File: src/rtl/truth_table_sequencer.sv
// Clocked truth-table sweep: drives every input vector in ascending order, holds it
// for DWELL+1 cycles, compares the sampled outputs against a golden table and keeps results.
`timescale 1ns/1ps
module truth_table_sequencer #(
    parameter int N_IN  = 3,
    parameter int N_OUT = 2,
    parameter int DWELL = 4
) (
    input  logic                        clk,
    input  logic                        rst_n,
    input  logic                        start,
    input  logic                        abort,
    input  logic [(2**N_IN)*N_OUT-1:0]  golden,
    output logic [N_IN-1:0]             dut_in,
    input  logic [N_OUT-1:0]            dut_out,
    output logic                        busy,
    output logic                        done,
    output logic [N_IN:0]               err_count,
    output logic [2**N_IN-1:0]          err_mask,
    input  logic [N_IN-1:0]             rd_addr,
    output logic [N_OUT-1:0]            rd_data
);

    localparam int N_VEC = 2**N_IN;
    localparam int CNT_W = (DWELL > 1) ? $clog2(DWELL) : 1;
    localparam logic [CNT_W-1:0] CNT_RELOAD = CNT_W'(DWELL - 1);

    typedef enum logic [1:0] {
        S_IDLE,
        S_APPLY,
        S_SAMPLE,
        S_DONE
    } state_t;

    state_t                r_state;
    state_t                w_state_nxt;
    logic [N_IN-1:0]       r_vec;
    logic [CNT_W-1:0]      r_cnt;
    logic [N_IN-1:0]       r_dut_in;
    logic [N_IN:0]         r_err_count;
    logic [N_VEC-1:0]      r_err_mask;
    logic [N_OUT-1:0]      r_result [N_VEC];

    logic                  w_load;
    logic                  w_dec;
    logic                  w_capture;
    logic                  w_advance;
    logic                  w_abort;
    logic                  w_last;
    logic [N_OUT-1:0]      w_golden;
    logic                  w_mismatch;

    assign w_last     = &r_vec;
    assign w_golden   = golden[int'(r_vec)*N_OUT +: N_OUT];
    assign w_mismatch = (dut_out != w_golden);

    always_ff @(posedge clk or negedge rst_n) begin
        if (!rst_n) begin
            r_state <= S_IDLE;
        end else begin
            r_state <= w_state_nxt;
        end
    end

    // abort outranks the SAMPLE capture; start is only looked at in IDLE
    always_comb begin
        w_state_nxt = r_state;
        w_load      = 1'b0;
        w_dec       = 1'b0;
        w_capture   = 1'b0;
        w_advance   = 1'b0;
        w_abort     = 1'b0;
        case (r_state)
            S_IDLE: begin
                if (start) begin
                    w_state_nxt = S_APPLY;
                    w_load      = 1'b1;
                end
            end
            S_APPLY: begin
                if (abort) begin
                    w_state_nxt = S_IDLE;
                    w_abort     = 1'b1;
                end else if (r_cnt == '0) begin
                    w_state_nxt = S_SAMPLE;
                end else begin
                    w_dec = 1'b1;
                end
            end
            S_SAMPLE: begin
                if (abort) begin
                    w_state_nxt = S_IDLE;
                    w_abort     = 1'b1;
                end else begin
                    w_capture = 1'b1;
                    if (w_last) begin
                        w_state_nxt = S_DONE;
                    end else begin
                        w_state_nxt = S_APPLY;
                        w_advance   = 1'b1;
                    end
                end
            end
            S_DONE: begin
                w_state_nxt = S_IDLE;
            end
            default: begin
                w_state_nxt = S_IDLE;
            end
        endcase
    end

    always_ff @(posedge clk or negedge rst_n) begin
        if (!rst_n) begin
            r_vec       <= '0;
            r_cnt       <= '0;
            r_dut_in    <= '0;
            r_err_count <= '0;
            r_err_mask  <= '0;
        end else begin
            if (w_load) begin
                r_vec       <= '0;
                r_cnt       <= CNT_RELOAD;
                r_dut_in    <= '0;
                r_err_count <= '0;
                r_err_mask  <= '0;
            end else if (w_abort) begin
                r_vec    <= '0;
                r_cnt    <= '0;
                r_dut_in <= '0;
            end else begin
                if (w_dec) begin
                    r_cnt <= r_cnt - 1'b1;
                end
                if (w_capture && w_mismatch) begin
                    r_err_mask[r_vec] <= 1'b1;
                    r_err_count       <= r_err_count + 1'b1;
                end
                if (w_advance) begin
                    r_vec    <= r_vec + 1'b1;
                    r_dut_in <= r_vec + 1'b1;
                    r_cnt    <= CNT_RELOAD;
                end
            end
        end
    end

    // Result store is overwritten per sweep, never bulk-cleared except by reset
    always_ff @(posedge clk or negedge rst_n) begin
        if (!rst_n) begin
            for (int i = 0; i < N_VEC; i++) begin
                r_result[i] <= '0;
            end
        end else if (w_capture) begin
            r_result[r_vec] <= dut_out;
        end
    end

    assign dut_in    = r_dut_in;
    assign busy      = (r_state == S_APPLY) || (r_state == S_SAMPLE);
    assign done      = (r_state == S_DONE);
    assign err_count = r_err_count;
    assign err_mask  = r_err_mask;
    assign rd_data   = r_result[rd_addr];

endmodule

File: config.mk
export PLATFORM = sky130hd
export DESIGN_NAME = truth_table_sequencer
export DESIGN_NICKNAME = d
export VERILOG_FILES = /design/src/rtl/truth_table_sequencer.sv
export SDC_FILE = /design/constraint.sdc
export NUM_CORES = 1
export LEC_CHECK = 0
export ABC_AREA = 1
export CORE_ASPECT_RATIO = 0.6
export CORE_UTILIZATION = 45
export CTS_BUF_LIST = sky130_fd_sc_hd__clkbuf_4 sky130_fd_sc_hd__clkbuf_8 sky130_fd_sc_hd__clkbuf_16
export DETAILED_ROUTE_END_ITERATION = 8
export GPL_TIMING_DRIVEN = 0
export PLACE_DENSITY = 0.75
export SETUP_SLACK_MARGIN = 0.02
export SYNTH_ARGS = -nofsm -noshare
export SYNTH_HDL_FRONTEND = slang
export SYNTH_SLANG_ARGS = --single-unit
File: constraint.sdc
create_clock -name clk -period 3 [get_ports clk]
set_input_delay 0.45 -clock clk [delete_from_list [all_inputs] [get_ports clk]]
set_output_delay 0.45 -clock clk [all_outputs]
set_load 0.01 [all_outputs]
==> results.json <==
{
  "clockRootBuffer": "sky130_fd_sc_hd__clkbuf_8",
  "tightest_slew_ns": 0.7807,
  "max-clock-path-buffers": 2,
  "number_of_rows_in_the_core_area": 19,
  "final_hold_viol_count": 0,
  "synth-seq-area-share_pct": 39.04,
  "detail_route.wirelength_um": 5322,
  "worst_setup_path_start_kind": "input pin",
  "synthTopCellsByArea": "sky130_fd_sc_hd__dfrtp_1 (39%), sky130_fd_sc_hd__nand2_1 (9.0%), sky130_fd_sc_hd__inv_1 (7.2%)",
  "worst_ir_drop_vdd_v": 0.0004311,
  "clock-sinks": 35,
  "first_global_vias": 1848,
  "fp.dieH_um": 56.69,
  "area_delta_synth_final_pct": 26.49,
  "critical_path.max_fanout": 10,
  "fin_worst_skew_ns": 0.001994,
  "cap_viol_max_count": 0,
  "cts_tree": "yes",
  "grt.overflow.total": 0,
  "worst_hold_path_type": "input pin to async pin",
  "synth_nets": 321,
  "first_iter_violations": 143,
  "global_route_wire_length_before_repair_um": 8956,
  "grt_start_max_net_pins": 36,
  "tritoncts_buffers": 5,
  "finalInstanceArea_um2": 2838,
  "pin_count": 44,
  "end_kind": "output pin",
  "timing.final.max_slew_violations": 0,
  "timing.final.setup_violations": 0,
  "top_achievable_clock_speed_mhz": 369.4,
  "crit_type": "input pin to output pin",
  "die_width_um": 93.16,
  "port_buffers": 43,
  "synthDominantCellAreaShare_pct": 39.04,
  "post-route-drc-count": 0,
  "antenna-diode-count": 0,
  "most-common-layout-cells": "sky130_fd_sc_hd__nand2_1 (54), sky130_fd_sc_hd__inv_1 (43), sky130_fd_sc_hd__clkdlybuf4s50_1 (42), sky130_fd_sc_hd__dfrtp_1 (35), sky130_fd_sc_hd__o21ai_0 (29)",
  "dpl_cell_area_um2": 2748,
  "viasPerCell": 5.015,
  "post_synth.cell_area_avg_um2": 7.817,
  "clkLatencyLatePin_ns": 0.29,
  "period_share_pct": 90.23,
  "leakage_nw": 1.452,
  "cts_hold_repair.buffers": 0,
  "totalNegativeSetupSlack_ns": 0,
  "clk_transition_reported_paths_ns": 0.07,
  "syn_area_um2": 2243,
  "place_congestion": 0.8021,
  "yosysWarnings": 0,
  "synth-seq-cells": 35,
  "critPathArrivalTime_ns": 2.26,
  "timing.critical_path.required_ns": 2.55,
  "drt-pass1-iter-count": 4,
  "drt-wirelength-per-cell_um": 13.27,
  "power_density_nw_per_um2": 567.1,
  "post_synth_inst_count": 287,
  "drtAntennaViolNets": 0,
  "clock_tree.htree_level_count": 2,
  "rsz0062_at_grt": "false",
  "vias": 2011,
  "fin_nets": 371,
  "place_hpwl_um": 3949,
  "full_die_area_um2": 5281,
  "synthDominantAreaCellType": "sky130_fd_sc_hd__dfrtp_1",
  "core_area_um2": 4683,
  "commonest_non_fill_non_tap_cell_in_the_layout": "sky130_fd_sc_hd__nand2_1",
  "initial_core_util_pct": 47.90,
  "fraction_of_layout_cells_with_a_size_suffix_above_1_pct": 18.64,
  "gr-usage-all-layers_pct": 22.20,
  "grt_antenna_before_repair": 0,
  "post-cts-setup-buffer-count": 0,
  "run_status": "complete, no violations",
  "layout_min_cycle_time_ns": 2.707,
  "maxSlewHeadroom_pct": 47.95,
  "synth_cell_type_count": 30
}
==> synthesized netlist by cell type (all sizes together) <==
| cell | count |
|---|---|
| clkbuf | 1 |
| a22oi | 1 |
| nand3 | 26 |
| buf | 8 |
| o21ai | 31 |
| a31oi | 2 |
| nand2 | 75 |
| nor3 | 1 |
| clkinv | 1 |
| xor2 | 2 |
| a21o | 2 |
| o211ai | 2 |
| ha | 9 |
| or2 | 5 |
| inv | 46 |
| a21oi | 4 |
| dfrtp | 35 |
| nand4 | 12 |
| o22ai | 2 |
| nor2 | 22 |
==> layout make-up <==
class	instances	area, µm²
multi-input cells	196	1111
repair buffers	43	425.4
clock inverters	1	5.005
clock buffers	7	83.83
inverters	47	176.4
fillers	419	1846
flip-flops and latches	35	875.8
well taps	63	78.83
plain buffers	9	81.33
==> worst max-delay path: stages <==
cell	delay [ns]
sky130_fd_sc_hd__clkdlybuf4s50_1	0.52
sky130_fd_sc_hd__clkbuf_2	0.22
sky130_fd_sc_hd__o21ai_0	0.11
sky130_fd_sc_hd__o21ai_0	0.20
sky130_fd_sc_hd__nor2_1	0.06
sky130_fd_sc_hd__a31oi_1	0.14
sky130_fd_sc_hd__clkdlybuf4s50_1	0.55
==> where the power goes <==
group          internal, mW  switching [mW]
combinational         0.279           0.377
sequential            0.547          0.0606
clock                 0.181           0.164
==> what timing repair did <==
item,in CTS,in global routing
setup endpoints to repair,0,1
hold endpoints to repair,0,0
gates resized for setup,0,2
==> kinds of logic (layout without fill, tap and decap cells) <==
family	count (synthesis)	count (layout)	synth area share, %
fa+ha+maj	9	9	5.020
xor+xnor	2	2	0.7810
buf+inv	56	107	11.43
simple gates	141	141	33.13
compound gates	44	44	10.60
flops	35	35	39.04
==> final timing paths <==
| kind | from | endpoint | slack (ns) | cells past startpoint |
|---|---|---|---|---|
| worst max-delay path | rd_addr[0] | rd_data[0] | 0.29 | 7 |
| worst min register to register | r_result[0] | r_result[0] | 0.49 | 2 |
| worst min-delay path | rst_n | r_result[9] | 0.24 | 1 |
| max in group asynchronous | rst_n | dut_in[2] | 2.27 | 1 |
| min in group clk | r_result[0] | r_result[0] | 0.49 | 2 |
| worst max register to register | r_state[0] | r_cnt[0] | 1.09 | 9 |
==> through the flow <==
stage	util [%]	instances	hold slack, ns	worst slack [ns]	total power, mW
global route	60.59	401	0.3015	0.1386	1.737
CTS	60.57	401	0.2706	0.1773	1.620
detailed placement	58.67	393	0.4783	0.1875	1.269
floorplan	-	287	0.1544	1.338	1.043
finish	60.59	401	0.2361	0.2930	1.609
global placement	58.78	393	0.4699	0.2105	1.252
==> registers in the layout (all words and copies together), names as in the netlist <==
register / flops
dut_in: 3
err_count: 4
err_mask: 8
r_cnt: 2
r_result: 16
r_state: 2
==> layer usage <==
| layer | track usage [%] | share of wire [%] |
|---|---|---|
| met5 | 0 | 0 |
| met4 | 7.253 | 1.3 |
| met3 | 4.743 | 7.9 |
| met2 | 28.78 | 38 |
| met1 | 35.50 | 53 |
Note: power is estimated with default switching activity, not from simulation.
